### src/rtl/sdnet_bridge_pkg.sv
// Shared types and constants for the SDNet extern-event bridge.
package sdnet_bridge_pkg;

   typedef enum logic {
      SOP_START    = 1'b0,
      SOP_WAIT_EOP = 1'b1
   } sop_state_e;

   localparam int RESP_FIXED_LAT = 0;
   localparam int RESP_ON_DEQ    = 1;

   localparam int DROP_CNT_W = 16;

endpackage

### src/rtl/sdnet_evt_fifo.sv
// Per-channel event FIFO: power-of-two depth, head shown combinationally, zeros when empty.
module sdnet_evt_fifo #(
   parameter int W     = 128,
   parameter int DEPTH = 4
) (
   input  logic                     clk,
   input  logic                     rst_n,
   input  logic                     wr_en_i,
   input  logic [W-1:0]             wr_data_i,
   input  logic                     rd_en_i,
   output logic [W-1:0]             rd_data_o,
   output logic [$clog2(DEPTH):0]   count_o,
   output logic                     full_o
);
   localparam int AW = $clog2(DEPTH);
   localparam logic [AW:0] FULL_CNT = (AW+1)'(DEPTH);

   logic [W-1:0]  mem_q [DEPTH];
   logic [AW-1:0] wr_ptr_q, rd_ptr_q;
   logic [AW:0]   cnt_q, cnt_d;
   logic          empty;

   assign empty = (cnt_q == '0);

   always_comb begin
      cnt_d = cnt_q;
      case ({wr_en_i, rd_en_i})
         2'b10:   cnt_d = cnt_q + 1'b1;
         2'b01:   cnt_d = cnt_q - 1'b1;
         default: cnt_d = cnt_q;
      endcase
   end

   // Storage carries no reset; the empty gate below keeps stale data off the output.
   always_ff @(posedge clk) begin
      if (wr_en_i) mem_q[wr_ptr_q] <= wr_data_i;
   end

   always_ff @(posedge clk or negedge rst_n) begin
      if (!rst_n) begin
         wr_ptr_q <= '0;
         rd_ptr_q <= '0;
         cnt_q    <= '0;
      end else begin
         if (wr_en_i) wr_ptr_q <= wr_ptr_q + 1'b1;
         if (rd_en_i) rd_ptr_q <= rd_ptr_q + 1'b1;
         cnt_q <= cnt_d;
      end
   end

   assign rd_data_o = empty ? '0 : mem_q[rd_ptr_q];
   assign count_o   = cnt_q;
   assign full_o    = (cnt_q == FULL_CNT);

endmodule

### src/rtl/sdnet_event_bridge.sv
// Bridges SDNet extern events to per-channel host FIFOs, tracks packet starts for metadata strobes.
module sdnet_event_bridge
   import sdnet_bridge_pkg::*;
#(
   parameter int NUM_EVENTS = 3,
   parameter int EVT_W      = 128,
   parameter int FIFO_DEPTH = 4,
   parameter int RESP_MODE  = 0,
   parameter int RESP_LAT   = 1
) (
   input  logic                             clock,
   input  logic                             reset,
   input  logic                             pkt_in_valid,
   input  logic                             pkt_in_ready,
   input  logic                             pkt_in_last,
   output logic                             meta_in_valid,
   input  logic [NUM_EVENTS-1:0]            evt_in_valid,
   input  logic [NUM_EVENTS*EVT_W-1:0]      evt_in_data,
   output logic [NUM_EVENTS-1:0]            evt_out_valid,
   input  logic [NUM_EVENTS-1:0]            evt_out_ready,
   output logic [NUM_EVENTS*EVT_W-1:0]      evt_out_data,
   output logic [NUM_EVENTS-1:0]            evt_resp_valid,
   output logic [NUM_EVENTS*DROP_CNT_W-1:0] drop_count,
   output logic [NUM_EVENTS-1:0]            ovf_flag,
   input  logic [NUM_EVENTS-1:0]            ovf_clear
);
   localparam int CW = $clog2(FIFO_DEPTH) + 1;

   sop_state_e            sop_q;
   logic                  armed_q;
   logic [NUM_EVENTS-1:0] evt_en;

   // armed_q masks events on the first edge after reset release.
   always_ff @(posedge clock or negedge reset) begin
      if (!reset) begin
         sop_q   <= SOP_START;
         armed_q <= 1'b0;
      end else begin
         armed_q <= 1'b1;
         if (pkt_in_valid && pkt_in_ready) begin
            case (sop_q)
               SOP_START:    if (!pkt_in_last) sop_q <= SOP_WAIT_EOP;
               SOP_WAIT_EOP: if (pkt_in_last)  sop_q <= SOP_START;
               default:      sop_q <= SOP_START;
            endcase
         end
      end
   end

   assign meta_in_valid = reset & pkt_in_valid & pkt_in_ready & (sop_q == SOP_START);
   assign evt_en        = evt_in_valid & {NUM_EVENTS{armed_q}};

   for (genvar i = 0; i < NUM_EVENTS; i++) begin : g_ch
      logic [CW-1:0]         cnt;
      logic                  full, deq, drop;
      logic [DROP_CNT_W-1:0] drop_cnt_q, drop_cnt_d;
      logic                  ovf_q, ovf_d;

      assign deq  = (cnt != '0) & evt_out_ready[i];
      assign drop = evt_en[i] & full & ~deq;

      sdnet_evt_fifo #(.W(EVT_W), .DEPTH(FIFO_DEPTH)) u_fifo (
         .clk       (clock),
         .rst_n     (reset),
         .wr_en_i   (evt_en[i] & ~drop),
         .wr_data_i (evt_in_data[i*EVT_W +: EVT_W]),
         .rd_en_i   (deq),
         .rd_data_o (evt_out_data[i*EVT_W +: EVT_W]),
         .count_o   (cnt),
         .full_o    (full)
      );

      // A fresh overflow outranks a coincident clear.
      assign drop_cnt_d = (drop && drop_cnt_q != '1) ? drop_cnt_q + 1'b1 : drop_cnt_q;
      assign ovf_d      = (ovf_q & ~ovf_clear[i]) | drop;

      always_ff @(posedge clock or negedge reset) begin
         if (!reset) begin
            drop_cnt_q <= '0;
            ovf_q      <= 1'b0;
         end else begin
            drop_cnt_q <= drop_cnt_d;
            ovf_q      <= ovf_d;
         end
      end

      assign evt_out_valid[i]                         = (cnt != '0);
      assign drop_count[i*DROP_CNT_W +: DROP_CNT_W]   = drop_cnt_q;
      assign ovf_flag[i]                              = ovf_q;

      if (RESP_MODE == RESP_ON_DEQ) begin : g_resp_deq
         logic resp_q;
         always_ff @(posedge clock or negedge reset) begin
            if (!reset) resp_q <= 1'b0;
            else        resp_q <= deq;
         end
         assign evt_resp_valid[i] = resp_q;
      end else begin : g_resp_lat
         // Every accepted strobe is echoed, including ones the FIFO dropped.
         logic [RESP_LAT-1:0] vld_pipe_q;
         always_ff @(posedge clock or negedge reset) begin
            if (!reset) begin
               vld_pipe_q <= '0;
            end else begin
               vld_pipe_q[0] <= evt_en[i];
               for (int k = 1; k < RESP_LAT; k++) vld_pipe_q[k] <= vld_pipe_q[k-1];
            end
         end
         assign evt_resp_valid[i] = vld_pipe_q[RESP_LAT-1];
      end
   end

endmodule
### config.mk
export PLATFORM = sky130hd
export DESIGN_NAME = sdnet_event_bridge
export DESIGN_NICKNAME = d
export VERILOG_FILES = /design/src/rtl/sdnet_bridge_pkg.sv /design/src/rtl/sdnet_evt_fifo.sv /design/src/rtl/sdnet_event_bridge.sv
export SDC_FILE = /design/constraint.sdc
export NUM_CORES = 1
export LEC_CHECK = 0
export ABC_AREA = 1
export CORE_MARGIN = 2
export CORE_UTILIZATION = 40
export DETAILED_ROUTE_END_ITERATION = 6
export HOLD_SLACK_MARGIN = 0.02
export PLACE_DENSITY_LB_ADDON = 0.25
export SETUP_SLACK_MARGIN = 0.2
export SYNTH_ARGS = -nofsm -noshare
export SYNTH_HDL_FRONTEND = slang
export SYNTH_HIERARCHICAL = 1
export SYNTH_SLANG_ARGS = --single-unit
### constraint.sdc
create_clock -name clock -period 8.25 [get_ports clock]
set_input_delay 1.2375 -clock clock [delete_from_list [all_inputs] [get_ports clock]]
set_output_delay 1.2375 -clock clock [all_outputs]
set_load 0.1 [all_outputs]
==> flow_summary.toml, run 1 <==
[outcome]
status = "finished, final reports clean"

[clocking]
cts_tree = "built"
post-cts-setup-buffers = 0
numCtsBuffers = 173
cts.sinks = 1613
cts_resized = 0
cts.reportedPaths.clkPinSlew_ns = 0.06
cts.path.max_buffers = 3
clk_latency_ns = 0.82
cts_hold_buf = 0
cts-root-buf = "clkbuf_16"
cts_max_level = 4

[global_routing]
met2_usage_pct = 34.3
busiest_layer = "met2"
overflow = 0
grt_use_total_pct = 20.3
gr-usage-met3_pct = 4.10
grt_pass1_wl_um = 278000
antenna_found_initial = 57
grt_max_degree = 207
first_global_vias = 44936
gr-usage-met1_pct = 24.3

[worst_setup_path]
criticalPathCategory = "flip-flop to output port"
crit_required_ns = 7.01
r2r_setup_slack_ns = 4.66
end_kind = "output port"
start_kind = "flip-flop"
cp_num_cells = 6
path_max_fanout = 95
crit_path_top_delay_cell = "clkdlybuf4s50_1"
timing.critical_path.mode_cell = "buf_4"
crit_path_max_incr_delay_ns = 1.03
crit_buf_inv = 3
cp.arrival_ns = 5.28
path_delay_family = "buffers and inverters"
path_cells = "buf_4, buf_4, nand2_1, nand3_1, a21oi_1, clkdlybuf4s50_1"
rr_worst_depth = 8

[sta]
finalMaxSlewViolations = 0
relSlewSlack_pct = 9.13
timing.final.crit_share_pct = 79.0
period_minus_slack_ns = 6.52
fin_worst_skew_ns = 0.0301
tns_ns = 0
finalSetupViolations = 0
fmax_mhz = 153
hold_viol = 0
tightest_slew_ns = 1.36
holdWs_ns = 0.384
rsz0062_at_grt = "no"

[yosys]
synth_cell_types = 32
synth_edf_count = 1536
avgSynthCellArea_um2 = 10.4
synth_top_area_cell = "edfxtp_1"
syn_inst = 6698
yosysWarningCount = 6
synthFlopType = "edfxtp_1"
synth_seq_cells = 1613
synth_top_area_share_pct = 65.9
seq_area_frac_synth_pct = 68.7
synth-async-reset-ratio_pct = 4.77
syn-cell-area_um2 = 70000
synth.most_common_cell = "nand2_1"
synth_nets = 7117
synth_area_leaders = "edfxtp_1 66%, nand2_1 9.6%, inv_1 8.7%"
ys_top_cells_by_count = "1791 x nand2_1, 1622 x inv_1, 1536 x edfxtp_1"

[layout]
drive_above_1_share_pct = 4.35
area_growth_pct = 21.8
final_nets = 7861
final_cells = 9945
multi_input_area_um2 = 13800
register_area_um2 = 48100
fill_cells = 15560

[placement]
dpl.hpwl_um = 112000
dp_cells = 9592
port_buffers = 839
gp_congestion = 0.843

[detailed_routing]
via_per_inst = 4.71
drt-total-wl_um = 186000
num_vias = 46821
avgRoutedWirePerCell_um = 18.7
drtIter0Drc = 3437
drtAntennaViolNets = 0
drtPass1Iterations = 6
drc_errors = 0

[die]
num_rows = 153
die_h_um = 422
core_area_um2 = 174000
start_util_pct = 40.3
die_area_um2 = 178000
die_w_um = 422
ioPinCount = 840

[job]
drv_cap = 0

[worst_hold_path]
hold_path.class = "input pin to asynchronous set/reset pin"
-- layout by cell type (no fill, tap or decap), types with 3 or more instances in the layout --
cell type        Yosys  final
bufinv_16            0     10
buf_4               14     50
clkinvlp_4           0      5
nor3_1               6      3
inv_1             1622   1607
diode_2              0     40
nor2_2               6      6
inv_16               0      4
nand2_1           1791   1791
nand3_1            790    790
inv_4                1      4
a21oi_1            384    384
clkinv_1             0     37
clkinv_2             0     24
o21ai_0             27     27
nor3_2               0      3
nand4_1             14     14
edfxtp_1          1536   1536
clkdlybuf4s50_1      0    826
clkbuf_16            0    174
dfrtp_1             77     71
clkinv_8             0      5
inv_6                0     18
nor2_1              59     59
clkinv_16            0      3
fa_1                 3      3
xnor2_1             17     17
buf_12               0      5
clkbuf_1            43     46
ha_1                18     18
nand2_2              3      3
xor2_1              16     16
dfrtp_4              0      6
-- layout make-up --
type	count	area share (%)
sequential	1613	56.4
tap	2325	3.41
antenna	40	0.117
clock inverter	92	1.04
timing repair buffer	881	10.3
inverter	1627	7.27
multi-input combinational	3146	16.2
clock buffer	221	5.33
-- path summary, 6_finish.rpt --
check | to | startpoint
max | evt_out_data[118] | g_ch[0].u_fifo/rd_ptr_q[0]$_DFFE_PN0P_
min | g_ch[1].drop_cnt_q[2]$_DFFE_PN0P_ | reset
max reg2reg | g_ch[0].u_fifo/mem_q[0][79]$_DFFE_PP_ | armed_q$_DFF_PN0_
min reg2reg | sop_q$_DFFE_PN0P_ | sop_q$_DFFE_PN0P_
max in group asynchronous | g_ch[0].u_fifo/rd_ptr_q[0]$_DFFE_PN0P_ | reset
min in group clock | sop_q$_DFFE_PN0P_ | sop_q$_DFFE_PN0P_
-- state kept, by name (all words and copies together) (netlist names), 3 cells and up --
signal                      flops
g_ch.drop_cnt_q                48
g_ch.ovf_q                      3
g_ch.u_fifo/rd_ptr_q            6
g_ch.u_fifo/count_o             9
g_ch.g_resp_lat.vld_pipe_q      3
g_ch.u_fifo/mem_q            1536
g_ch.u_fifo/wr_ptr_q            6
-- per-layer routing --
layer  share of wire, %  up-vias
met4                4.9       16
met1                 39    22445
met2                 50     1276
met5              0.053        -
met3                5.6      351
li1                   -    22733
-- cell families after synthesis --
family	after synthesis	share of synthesized area, %
AO/OA/AOI/OAI	417	3.01
AND/OR/NAND/NOR	2674	15.9
flip-flops	1613	68.7
other	1	0.00536
adder cells (fa/ha/maj)	21	0.408
buffers and inverters	1939	11.6
XOR/XNOR	33	0.413
-- metrics by stage --
stage	util (%)	instance area (um^2)	setup slack, ns
finish	49.1	85300	1.73
global route	49.1	85300	1.43
CTS	49.0	85200	1.67
detailed placement	45.9	79700	2.62
global placement	45.9	79700	2.67
floorplan	-	70000	3.36
Power of run 1 is left out: the tool's default activity adds up to more than one toggle a clock period on the data nets, which glitch-free logic cannot reach.
==> run 2: changes to the inputs <==
clock period = 5.6 ns   (was 8.25 ns; I/O delays follow)
==> flow_summary.toml, run 2 (synthesis gave the netlist of run 1 again) <==
[clocking]
clk_latency_ns = 0.81
cts.reportedPaths.clkPinSlew_ns = 0.06
cts_resized = 0
cts.sinks = 1613
cts-root-buf = "clkbuf_16"
cts.path.max_buffers = 3
cts_tree = "built"
numCtsBuffers = 171
cts_max_level = 4

[layout]
area_growth_pct = 22.3
drive_above_1_share_pct = 5.90
final_common_cell = "nand2_1"
largest_reg_flops = 1536
final_nets = 7889
largest_register = "g_ch.u_fifo/mem_q"
layout_common_cells = "1791 x nand2_1, 1607 x inv_1, 1536 x edfxtp_1, 790 x nand3_1, 741 x clkdlybuf4s50_1"
design_area_um2 = 85600
final_core_util_pct = 49.2

[sta]
finalMaxSlewViolations = 0
relSlewSlack_pct = 17.1
hold_viol = 0
tightest_slew_ns = 1.24
period_minus_slack_ns = 5.14
finalSetupViolations = 0
fin_worst_skew_ns = 0.0260
fmax_mhz = 195
tns_ns = 0
rsz0062_at_grt = "no"
timing.final.crit_share_pct = 91.7

[worst_setup_path]
r2r_setup_slack_ns = 2.36
path_delay_family = "buffers and inverters"
cp.arrival_ns = 4.30
start_kind = "flip-flop"
crit_buf_inv = 3
path_cells = "buf_12, buf_4, nand2_1, nand3_1, a21oi_1, clkdlybuf4s50_1"
crit_path_top_delay_cell = "clkdlybuf4s50_1"
cp_num_cells = 6
crit_path_max_incr_delay_ns = 1.06
endpoint = "evt_out_data[223]"
end_kind = "output port"
criticalPathCategory = "flip-flop to output port"
rr_worst_depth = 8
r2r_start = "armed_q$_DFF_PN0_"
startpoint = "g_ch[1].u_fifo/rd_ptr_q[0]$_DFFE_PN0P_"
reg2reg_to = "g_ch[0].u_fifo/mem_q[0][114]$_DFFE_PP_"
path_max_fanout = 190
crit_required_ns = 4.76

[detailed_routing]
via_per_inst = 4.70
drc_errors = 0
avgRoutedWirePerCell_um = 18.6
drt-total-wl_um = 185000
drtPass1Iterations = 6
drtAntennaViolNets = 0
drtIter0Drc = 3178
num_vias = 46801

[global_routing]
overflow = 0
grt_use_total_pct = 20.3
first_global_vias = 45376
grt_pass1_wl_um = 277000
grt_max_degree = 191
antenna_found_initial = 38

[placement]
gp_congestion = 0.844
port_buffers = 839
placed_area_um2 = 80100
dpl.hpwl_um = 114000

[job]
drv_cap = 0

[worst_hold_path]
hp-start = "sop_q$_DFFE_PN0P_"
hold_path.class = "flip-flop to flip-flop"

[die]
start_util_pct = 40.3
ioPinCount = 840
die_h_um = 422
core_area_um2 = 174000
die_w_um = 422
num_rows = 153
die_area_um2 = 178000

[outcome]
status = "finished, final reports clean"
run 2: cell count changes in the layout (fill, tap and decap cells not counted), sizes merged:
cell / change
buf: +114
bufinv: -1
clkdlybuf4s50: -85
clkinv: +8
clkinvlp: -3
diode: -19
dlygate4sd3: +1
inv: +1
run 2: what timing repair did:
item	CTS	global route
buffers inserted	0	0
hold buffers	1	0
hold endpoints to repair	37	0
run 2: how the worst min path moves through the flow:
stage,to,depth (start not counted)
after floorplan,sop_q$_DFFE_PN0P_,2
after global placement,sop_q$_DFFE_PN0P_,2
after detailed placement,sop_q$_DFFE_PN0P_,2
after CTS,g_ch[2].drop_cnt_q[6]$_DFFE_PN0P_,2
after global routing,g_ch[0].ovf_q$_DFF_PN0_,2
final,sop_q$_DFFE_PN0P_,2
run 2: stage by stage:
stage | setup WS (ns) | hold slack, ns | instances
after floorplan | 0.761 | 0.454 | 6698
after global placement | 1.42 | 0.473 | 9621
after detailed placement | 1.39 | 0.487 | 9621
after CTS | 0.467 | 0.493 | 9940
after global routing | 0.282 | 0.520 | 9959
final | 0.462 | 0.509 | 9961
run 2: cell type report:
| cell class | instances | area, um^2 |
|---|---|---|
| Tap cell | 2325 | 2910 |
| Clock buffer | 221 | 4540 |
| Fill cell | 15532 | 88200 |
| Inverter | 1627 | 6190 |
| Sequential cell | 1613 | 48100 |
| Antenna cell | 21 | 52.6 |
| Timing Repair Buffer | 911 | 9100 |
| Clock inverter | 97 | 893 |
| Multi-Input combinational cell | 3146 | 13800 |
run 2: layer usage:
metal  share of wire (%)  global-route usage [%]  wire length, um
met1                  40                    24.3            73100
met2                  50                    34.6            92200
met3                 5.4                    4.12            10000
met4                 5.2                    10.5             9570
met5               0.077                       0              142
run 2: worst reg2reg max path, stage by stage, from the launching register on:
cell	delay (ns)
dfrtp_1	0.44
nand2_1	0.27
inv_1	0.12
nand2_1	0.10
a21oi_2	0.07
nor2_1	0.58
nand2_1	0.25
inv_6	0.54
buf_4	0.50
Power of run 2 is left out for the same reason.
